--- src/rtl/regfile_scoreboard.sv ---
// Register file with two combinational read ports, one write port and a
// per-register busy scoreboard that tracks writebacks still outstanding after issue.
module regfile_scoreboard #(
  parameter int DATA_W   = 64,
  parameter int NUM_REGS = 32,
  parameter int ADDR_W   = $clog2(NUM_REGS),
  parameter int ZERO_REG = 1,
  parameter int BYPASS   = 1
) (
  input  logic                clk,
  input  logic                rst_n,
  input  logic [ADDR_W-1:0]   rd_addr1,
  input  logic [ADDR_W-1:0]   rd_addr2,
  output logic [DATA_W-1:0]   rd_data1,
  output logic [DATA_W-1:0]   rd_data2,
  input  logic                wr_en,
  input  logic [ADDR_W-1:0]   wr_addr,
  input  logic [DATA_W-1:0]   wr_data,
  input  logic                issue_valid,
  input  logic                issue_wr,
  input  logic [ADDR_W-1:0]   issue_dst,
  output logic                stall,
  output logic [NUM_REGS-1:0] busy_vec,
  output logic [ADDR_W:0]     pending
);

  logic [DATA_W-1:0]   regs_reg [NUM_REGS];
  logic [NUM_REGS-1:0] busy_reg;
  logic [NUM_REGS-1:0] busy_next;
  logic [ADDR_W:0]     pending_reg;
  logic [ADDR_W:0]     pending_next;

  logic [NUM_REGS-1:0] wr_sel;
  logic [NUM_REGS-1:0] set_sel;
  logic [NUM_REGS-1:0] eff_busy;
  logic                set_fire;
  logic                pend_inc;
  logic                pend_dec;

  logic [ADDR_W-1:0]   rd_addr [2];
  logic [DATA_W-1:0]   rd_data [2];

  assign rd_addr[0] = rd_addr1;
  assign rd_addr[1] = rd_addr2;
  assign rd_data1   = rd_data[0];
  assign rd_data2   = rd_data[1];

  // A source or destination blocks issue only while its busy bit is set and
  // no forwarding writeback retires it in this same cycle.
  assign stall = issue_valid &&
                 (eff_busy[rd_addr1] || eff_busy[rd_addr2] ||
                  (issue_wr && eff_busy[issue_dst]));

  assign set_fire = issue_valid && !stall && issue_wr;

  genvar gi;
  generate
    for (gi = 0; gi < NUM_REGS; gi++) begin : g_reg
      localparam bit IS_ZERO = (ZERO_REG != 0) && (gi == 0);

      assign wr_sel[gi]   = wr_en && (wr_addr == ADDR_W'(gi));
      assign set_sel[gi]  = set_fire && (issue_dst == ADDR_W'(gi)) && !IS_ZERO;
      assign eff_busy[gi] = IS_ZERO ? 1'b0
                                    : (busy_reg[gi] && !((BYPASS != 0) && wr_sel[gi]));

      // New producer owns the register when issue and writeback hit it together.
      assign busy_next[gi] = set_sel[gi] ? 1'b1 :
                             wr_sel[gi]  ? 1'b0 : busy_reg[gi];

      always_ff @(posedge clk or negedge rst_n) begin
        if (!rst_n) begin
          regs_reg[gi] <= '0;
        end else if (wr_sel[gi] && !IS_ZERO) begin
          regs_reg[gi] <= wr_data;
        end
      end
    end

    for (gi = 0; gi < 2; gi++) begin : g_rd
      always_comb begin
        rd_data[gi] = regs_reg[rd_addr[gi]];
        if ((BYPASS != 0) && wr_en && (wr_addr == rd_addr[gi])) begin
          rd_data[gi] = wr_data;
        end
        if ((ZERO_REG != 0) && (rd_addr[gi] == '0)) begin
          rd_data[gi] = '0;
        end
      end
    end
  endgenerate

  // set_sel and wr_sel are one-hot, so each edge moves the count by at most one each way.
  assign pend_inc = |(set_sel & ~busy_reg);
  assign pend_dec = |(wr_sel & busy_reg & ~set_sel);

  always_comb begin
    pending_next = pending_reg;
    if (pend_inc && !pend_dec) begin
      pending_next = pending_reg + 1'b1;
    end else if (pend_dec && !pend_inc) begin
      pending_next = pending_reg - 1'b1;
    end
  end

  always_ff @(posedge clk or negedge rst_n) begin
    if (!rst_n) begin
      busy_reg    <= '0;
      pending_reg <= '0;
    end else begin
      busy_reg    <= busy_next;
      pending_reg <= pending_next;
    end
  end

  assign busy_vec = busy_reg;
  assign pending  = pending_reg;

endmodule

--- config.mk ---
export PLATFORM = sky130hd
export DESIGN_NAME = regfile_scoreboard
export DESIGN_NICKNAME = d
export VERILOG_FILES = /design/src/rtl/regfile_scoreboard.sv
export SDC_FILE = /design/constraint.sdc
export NUM_CORES = 2
export LEC_CHECK = 0
export BUFFER_PORTS_ARGS = -buffer_cell sky130_fd_sc_hd__buf_2
export CORE_AREA = 3 3 610 612
export CTS_CLUSTER_SIZE = 8
export DETAILED_ROUTE_END_ITERATION = 8
export DIE_AREA = 0 0 613 615
export PLACE_DENSITY = 0.48
export SYNTH_ARGS = -nofsm -noshare
export SYNTH_HDL_FRONTEND = slang
export SYNTH_SLANG_ARGS = --single-unit
--- constraint.sdc ---
create_clock -name clk -period 6.5 [get_ports clk]
set_input_delay 1.3 -clock clk [delete_from_list [all_inputs] [get_ports clk]]
set_output_delay 1.3 -clock clk [all_outputs]
set_load 0.02 [all_outputs]
# ---- After elaboration in Yosys (flattened, before gate mapping)
# Index checks and enable logic that the tools add are counted.
dict set report totals {
  ff_bits 2021
  in_bits 89
  out_inout_bits 167
  elab_cells 396
}
dict set report op_classes {
  addsub 2
  n_lt_le_gt_ge 5
  eq_ne 64
  mux 80
  bitwise 7
  n_reduce_logical 175
}
# operator count
set ops {}
lappend ops {{$bmux 64 s5} 2}
lappend ops {{$mux 64} 8}
lappend ops {{$eq 5x5->1 const B} 32}
lappend ops {{$logic_and 1x1->1} 102}
lappend ops {{$and 32x32->32} 3}
lappend ops {{$eq 5x4->1 const B} 16}
lappend ops {{$mux 1} 65}
lappend ops {{$not 32->32} 2}
lappend ops {{$reduce_bool 2->1} 32}
lappend ops {{$reduce_or 32->1} 2}
lappend ops {{$eq 5x3->1 const B} 8}
lappend ops {{$logic_not 1->1} 34}
lappend ops {{$eq 5x2->1 const B} 4}
lappend ops {{$lt 5x6->1 const B} 3}
lappend ops {{$bmux 1 s5} 3}
lappend ops {{$logic_not 5->1} 3}
lappend ops {{$ge 6x6->1 const B} 2}
lappend ops {{$mux 6} 2}
lappend ops {{$not 5->6} 2}
lappend ops {{$eq 5x1->1 const B} 2}
lappend ops {{$eq 5x5->1} 2}
lappend ops {{$add 6x1->6 const B} 1}
lappend ops {{$sub 6x1->6 const B} 1}
lappend ops {{$logic_or 1x1->1} 2}

# ---- Depth between registers and ports, before layout
dict set report depth {
  word_depth 19
  mapped_depth 24
  ltp_nobuf 21
}

# ---- Least setup slack after synthesis
# Ideal clock, no wire load.
dict set report synth_path {
  path_kind {input to register}
  startpoint {input wr_addr[1]}
  endpoint {register pending_reg[5] (netlist: pending[5])}
  setup_time_ns 0.130
  t_arrival_ns 5.776
  required_time_ns 6.370
  slack_ns 0.594
  cell_stages 22
  n_path_buf 1
  path_cell_list {buf_6 -> or4b_4 -> o21ai_2 -> mux2i_1 -> o211ai_2 -> a31oi_1 -> nor4_4 -> nand2_2 -> or3_1 -> a32o_1 -> or4_1 -> nor4_2 -> ha_1 -> inv_1 -> ha_1 -> a21o_1 -> a21oi_1 -> o21bai_1 -> a21oi_1 -> xnor2_1 -> nor2_1 -> xor2_1}
}
dict set report synth_via {
  elab_chain_cells 19
  word_cells_on_any_way 182
  classes_between {31 x eq/ne; 7 x mux; 4 x bitwise; 140 x reduce/logical}
}
# item line
set synth_lines {}
lappend synth_lines {{start: declaration} 17} ;# input logic [ADDR_W-1:0] wr_addr,
lappend synth_lines {{$eq 5x1->1 (tied with other cells)} 61} ;# assign wr_sel[gi] = wr_en && (wr_addr == ADDR_W'(gi));
lappend synth_lines {{$logic_and 1x1->1} 61}
lappend synth_lines {{$logic_not 1->1} 64} ;# : (busy_reg[gi] && !((BYPASS != 0) && wr_sel[gi]));
lappend synth_lines {{$logic_and 1x1->1} 64}
lappend synth_lines {{$bmux 1 s5 (on tied branches)} {51, 52}}
lappend synth_lines {{$mux 1 (on tied branches)} {51, 52}}
lappend synth_lines {{$logic_or 1x1->1 or $logic_and 1x1->1 (tied branches)} {51, 52}}
lappend synth_lines {{$logic_or 1x1->1} 51} ;# (eff_busy[rd_addr1] || eff_busy[rd_addr2] ||
lappend synth_lines {{[... 2 more ...]} n/a}
lappend synth_lines {{$logic_and 1x1->1 (2 in series)} 54} ;# assign set_fire = issue_valid && !stall && issue_wr;
lappend synth_lines {{$logic_and 1x1->1} 62} ;# assign set_sel[gi] = set_fire && (issue_dst == ADDR_W'(gi)) && !IS_ZERO;
lappend synth_lines {{$not 32->32} 94} ;# assign pend_dec = |(wr_sel & busy_reg & ~set_sel);
lappend synth_lines {{$and 32x32->32} 94}
lappend synth_lines {{$reduce_or 32->1} 94}
lappend synth_lines {{$logic_not 1->1} 98} ;# if (pend_inc && !pend_dec) begin
lappend synth_lines {{$logic_and 1x1->1} 98}
lappend synth_lines {{$mux 6 or $reduce_bool 2->1 (tied branches)} n/a}
lappend synth_lines {{end signal: assignment} 111} ;# pending_reg <= pending_next;
lappend synth_lines {{end: declaration} 30} ;# logic [ADDR_W:0] pending_reg;
# Several ways; a longest one is shown, not always the timed one. The select of a mux whose other input is x is not followed.
# A chain may end at the register's enable or synchronous reset.

# ---- Worst setup path in the final report
dict set report layout_path {
  startpoint {input rd_addr1[1]}
  endpoint {output rd_data1[53]}
}
dict set report layout_via {
  elab_chain_cells 6
  word_cells_on_any_way 9
  classes_between {1 x eq/ne; 5 x mux; 1 x bitwise; 2 x reduce/logical}
}
# item line
set layout_lines {}
lappend layout_lines {{start: declaration} 12} ;# input logic [ADDR_W-1:0] rd_addr1,
lappend layout_lines {{$not 5->6 (not written as such)} 81} ;# rd_data[gi] = regs_reg[rd_addr[gi]];
lappend layout_lines {{$bmux 64 s5} 81}
lappend layout_lines {{$mux 64 (not written as such) (2 in series)} 81}
lappend layout_lines {{$mux 64} 82} ;# if ((BYPASS != 0) && wr_en && (wr_addr == rd_addr[gi])) begin
lappend layout_lines {{$mux 64 *} 85} ;# if ((ZERO_REG != 0) && (rd_addr[gi] == '0)) begin
lappend layout_lines {{end: declaration} 14} ;# output logic [DATA_W-1:0] rd_data1,
# Every way passes the cells marked *; elsewhere a longest branch is shown, timed or not. The select of a mux whose other input is x is not followed.

==> impl_results.md <==
- Layout fillers: about 35000
- Crit path arrival time: 4.82 ns
- CTS tree: yes
- Htree depth: 5
- Final setup viols: 0
- Vias in the first global route: between 70000 and 80000
- Drt wl/cell: ~34 µm
- Critical-path top delay cell: buf_4
- Int Pwr: roughly 0.029 W
- Starting Density: between 20% and 30%
- CTS root buffer: clkbuf_16
- Period utilization: a little over nine tenths
- CP delay by family, top: buffers and inverters
- Die width: around 600 µm
- Post-synthesis cell count: between 7000 and 8000
- Clk_skew: around 0.024 ns
- Minimum clock period: about 6.1 ns
- Ys async rst share: 100%
- Synth Flop Type: dfrtp_1
- Critical path cell sequence: buf_8 > buf_12 > buf_4 > mux2_2 > a22o_1 > mux4_2 > mux2i_1 > buf_4 > nor2_1 > a21oi_1 > buf_4 > nor2_1 > buf_2
- Post-CTS Hold Fix Bufs: 0
- Critical path launch point type: input port
- Syn avg cell area: between 10 and 15 µm²
- Final instance count without filler cells: between 10000 and 15000
- Initial antenna violation count: 39
- Metal3 WL: ~23 mm
- Final Hold Viols: 0
- Total GRT Usage: 22.3%
- Hold Crit Class: input port to async pin
- Comb power frac: ~23%
- Met1 WL: ~180 mm
- CP max stage delay: roughly 0.68 ns
- Final Max Tran Viols: 0
- # placed instances: approximately 12000
- Sequential fraction of the synthesis area: 45.9%
- Netlist Area Pre-Place: ~0.11 mm²
- Peak supply drop: between 0.2 and 0.25 mV
- Share of total power in the clock network: between 30% and 40%
- I/O Buffers: between 200 and 300
- DRC: 0
- Top cell type's share of synthesized area: 45.9%
- Core box area: roughly 0.37 mm²
- Row cnt: roughly 220
- Setup crit end kind: output port
- Power density cells: approximately 320 mW/mm²
- Routed wire length: 427 mm
- Placer's final routability congestion estimate: 0.899
- Sw frac: 28.8%
- F_max: 163 MHz
- Synth cell types: between 70 and 80
- Setup CP Type: input port to output port
- RSZ-0062 raised after global routing: false
- Synth warn: 64
- Main area contributors after synthesis: dfrtp_1, mux4_2, mux2_2
- Tot Pwr: 0.0401 W
- CTS buffer count: between 200 and 300
- Leak pwr: roughly 54 nW
- Met2 wire length: between 200 and 250 mm
- Final instance area: about 0.13 mm²
- Clock transition at path regs: around 0.050 ns
- Longest Clk Path Bufs: 4
- Crit path buf inv count: 6
- Post-route ant nets: 0
- DIE HEIGHT: slightly above 600 µm
- Uppermost layer routed: met5
- CP Data Required Time: approximately 5.2 ns
- Via count: about 72000
- Via density: just under 6
- Drt first pass iters: 7
- #FFs+latches synth: around 2000
- Worst slew margin: between 20% and 30%
- Syn_nets: ~7500
- Critical path fanouts, max: 81
- Skew-Pair Late Insertion Delay: approximately 0.9 ns
- # IOs: 256
- Yosys top cell by area: dfrtp_1
- CTS Sinks: 2021
- Pre-CTS WS: -0.325 ns
- Seq pwr share: 42.0%
- Status: completed
- Worst setup margin: roughly 0.38 ns
- DR iter-0 viols: about 5700
- Post-DP HPWL: ~230 mm
- Largest net degree at the start of global routing: between 150 and 200
- Post-synth EDFFs: 0
- Synthesis-to-layout area growth: 14.7%
- Max FFs per register: slightly below 2000
- Nets: roughly 7700
- First-pass GRT wire length: a little over 600 mm
- Postcts setup bufs: 0
- Max Cap Viol: 0
- NetSw: 0.0116 W
- Share of cells above drive strength 1: roughly 55%
- Grt ovf: 0
- Dpl cell area: between 0.1 and 0.15 mm²
- Slew @ Worst Pin: 1.15 ns
- Final setup TNS: 0 ns
- PostCTS Resize Cnt: 0
- Full die area: roughly 0.38 mm²
- Cell mode on critical path: buf_4
metal layers:
layer  up-vias  global-route usage [%]
met5         -                       0
met2      2363                    37.0
li1      28600                       -
met4         6                    7.63
met1     40200                    29.7
met3       671                    3.54
logic make-up after synthesis:
group,synth area share [%]
mux,45.1
compound gates,2.64
xor+xnor,0.127
fa+ha+maj,0.0750
simple gates,3.26
buf+inv,2.84
flops,45.9
other cells,0.00340
power groups by stage:
stage	clock network, W	registers (W)	logic, W
finish	0.0140	0.0169	0.00929
global route	0.0148	0.0172	0.00992
CTS	0.0143	0.0168	0.00939
detailed placement	0	0.0170	0.00936
global placement	0	0.0168	0.00924
floorplan	0	0.0164	0.00663
Yosys cell counts, types with 12 or more instances:
cell	count
nor2_1	332
a22o_1	129
o211ai_1	18
nand2b_1	15
o21ai_1	22
dfrtp_1	2021
o21ai_0	39
nand2_1	436
mux2i_1	136
clkbuf_1	667
nand3_1	17
mux2_2	1988
a21oi_1	139
nor3_1	12
buf_1	141
mux4_2	1153
final cells by class:
| type | instances | area (µm²) | area share, % |
|---|---|---|---|
| diodes | 35 | 87.6 | 0.0693 |
| well taps | 4837 | 6050 | 4.79 |
| flip-flops and latches | 2021 | 50600 | 40.0 |
| clock inverters | 15 | 199 | 0.157 |
| inverters | 12 | 52.6 | 0.0416 |
| clock buffers | 313 | 7650 | 6.05 |
| multi-input cells | 4600 | 56700 | 44.9 |
| repair buffers | 631 | 5050 | 4.00 |
cell usage in the layout, fill, tap and decap left out, types with 10 or more instances in the layout:
master and count:
o21ai_0 39, a22o_1 129, buf_2 244, nand2b_1 15, nor3_1 12, o21ai_1 22, dfrtp_1 2021, buf_4 309
a21oi_1 139, nand3_1 17, nor2_1 302, clkbuf_16 302, o22ai_1 10, nand2_1 436, inv_1 10, nor2_4 30
mux4_2 1153, diode_2 35, buf_12 69, o211ai_1 18, mux2_2 1988, xor2_1 10, mux2i_1 136
worst register-to-register path, delay by kind of cell, from the launching register on:
family,cells,cell delay [ns]
AOI/OAI and AO/OA,11,2.43
xor gates and xnor gates,2,0.30
adders and majority gates,2,0.45
buffers and inverters,6,0.96
DFF,1,0.55
muxes,1,0.12
and+or+nand+nor,3,0.74
worst paths after layout:
| path | start | end | slack [ns] | depth (start not counted) |
|---|---|---|---|---|
| worst max-delay path | rd_addr1[1] | rd_data1[53] | 0.38 | 13 |
| worst min-delay path | rst_n | regs_reg[1354]$_DFFE_PN0P_ | 0.32 | 1 |
| worst max register to register | busy_vec[27]$_DFFE_PN0P_ | pending[5]$_DFFE_PN0P_ | 0.86 | 25 |
| worst min register to register | pending[5]$_DFFE_PN0P_ | pending[5]$_DFFE_PN0P_ | 0.46 | 1 |
| max in group asynchronous | rst_n | regs_reg[461]$_DFFE_PN0P_ | 4.51 | 3 |
| min in group clk | pending[5]$_DFFE_PN0P_ | pending[5]$_DFFE_PN0P_ | 0.46 | 1 |
metrics by stage:
step                hold WS [ns]  util [%]
finish                     0.323      34.3
global route               0.306      34.3
CTS                        0.295      34.3
detailed placement         0.463      32.2
global placement           0.454      32.2
floorplan                  0.458         -
No activity file was read; power rests on OpenSTA's default activity.
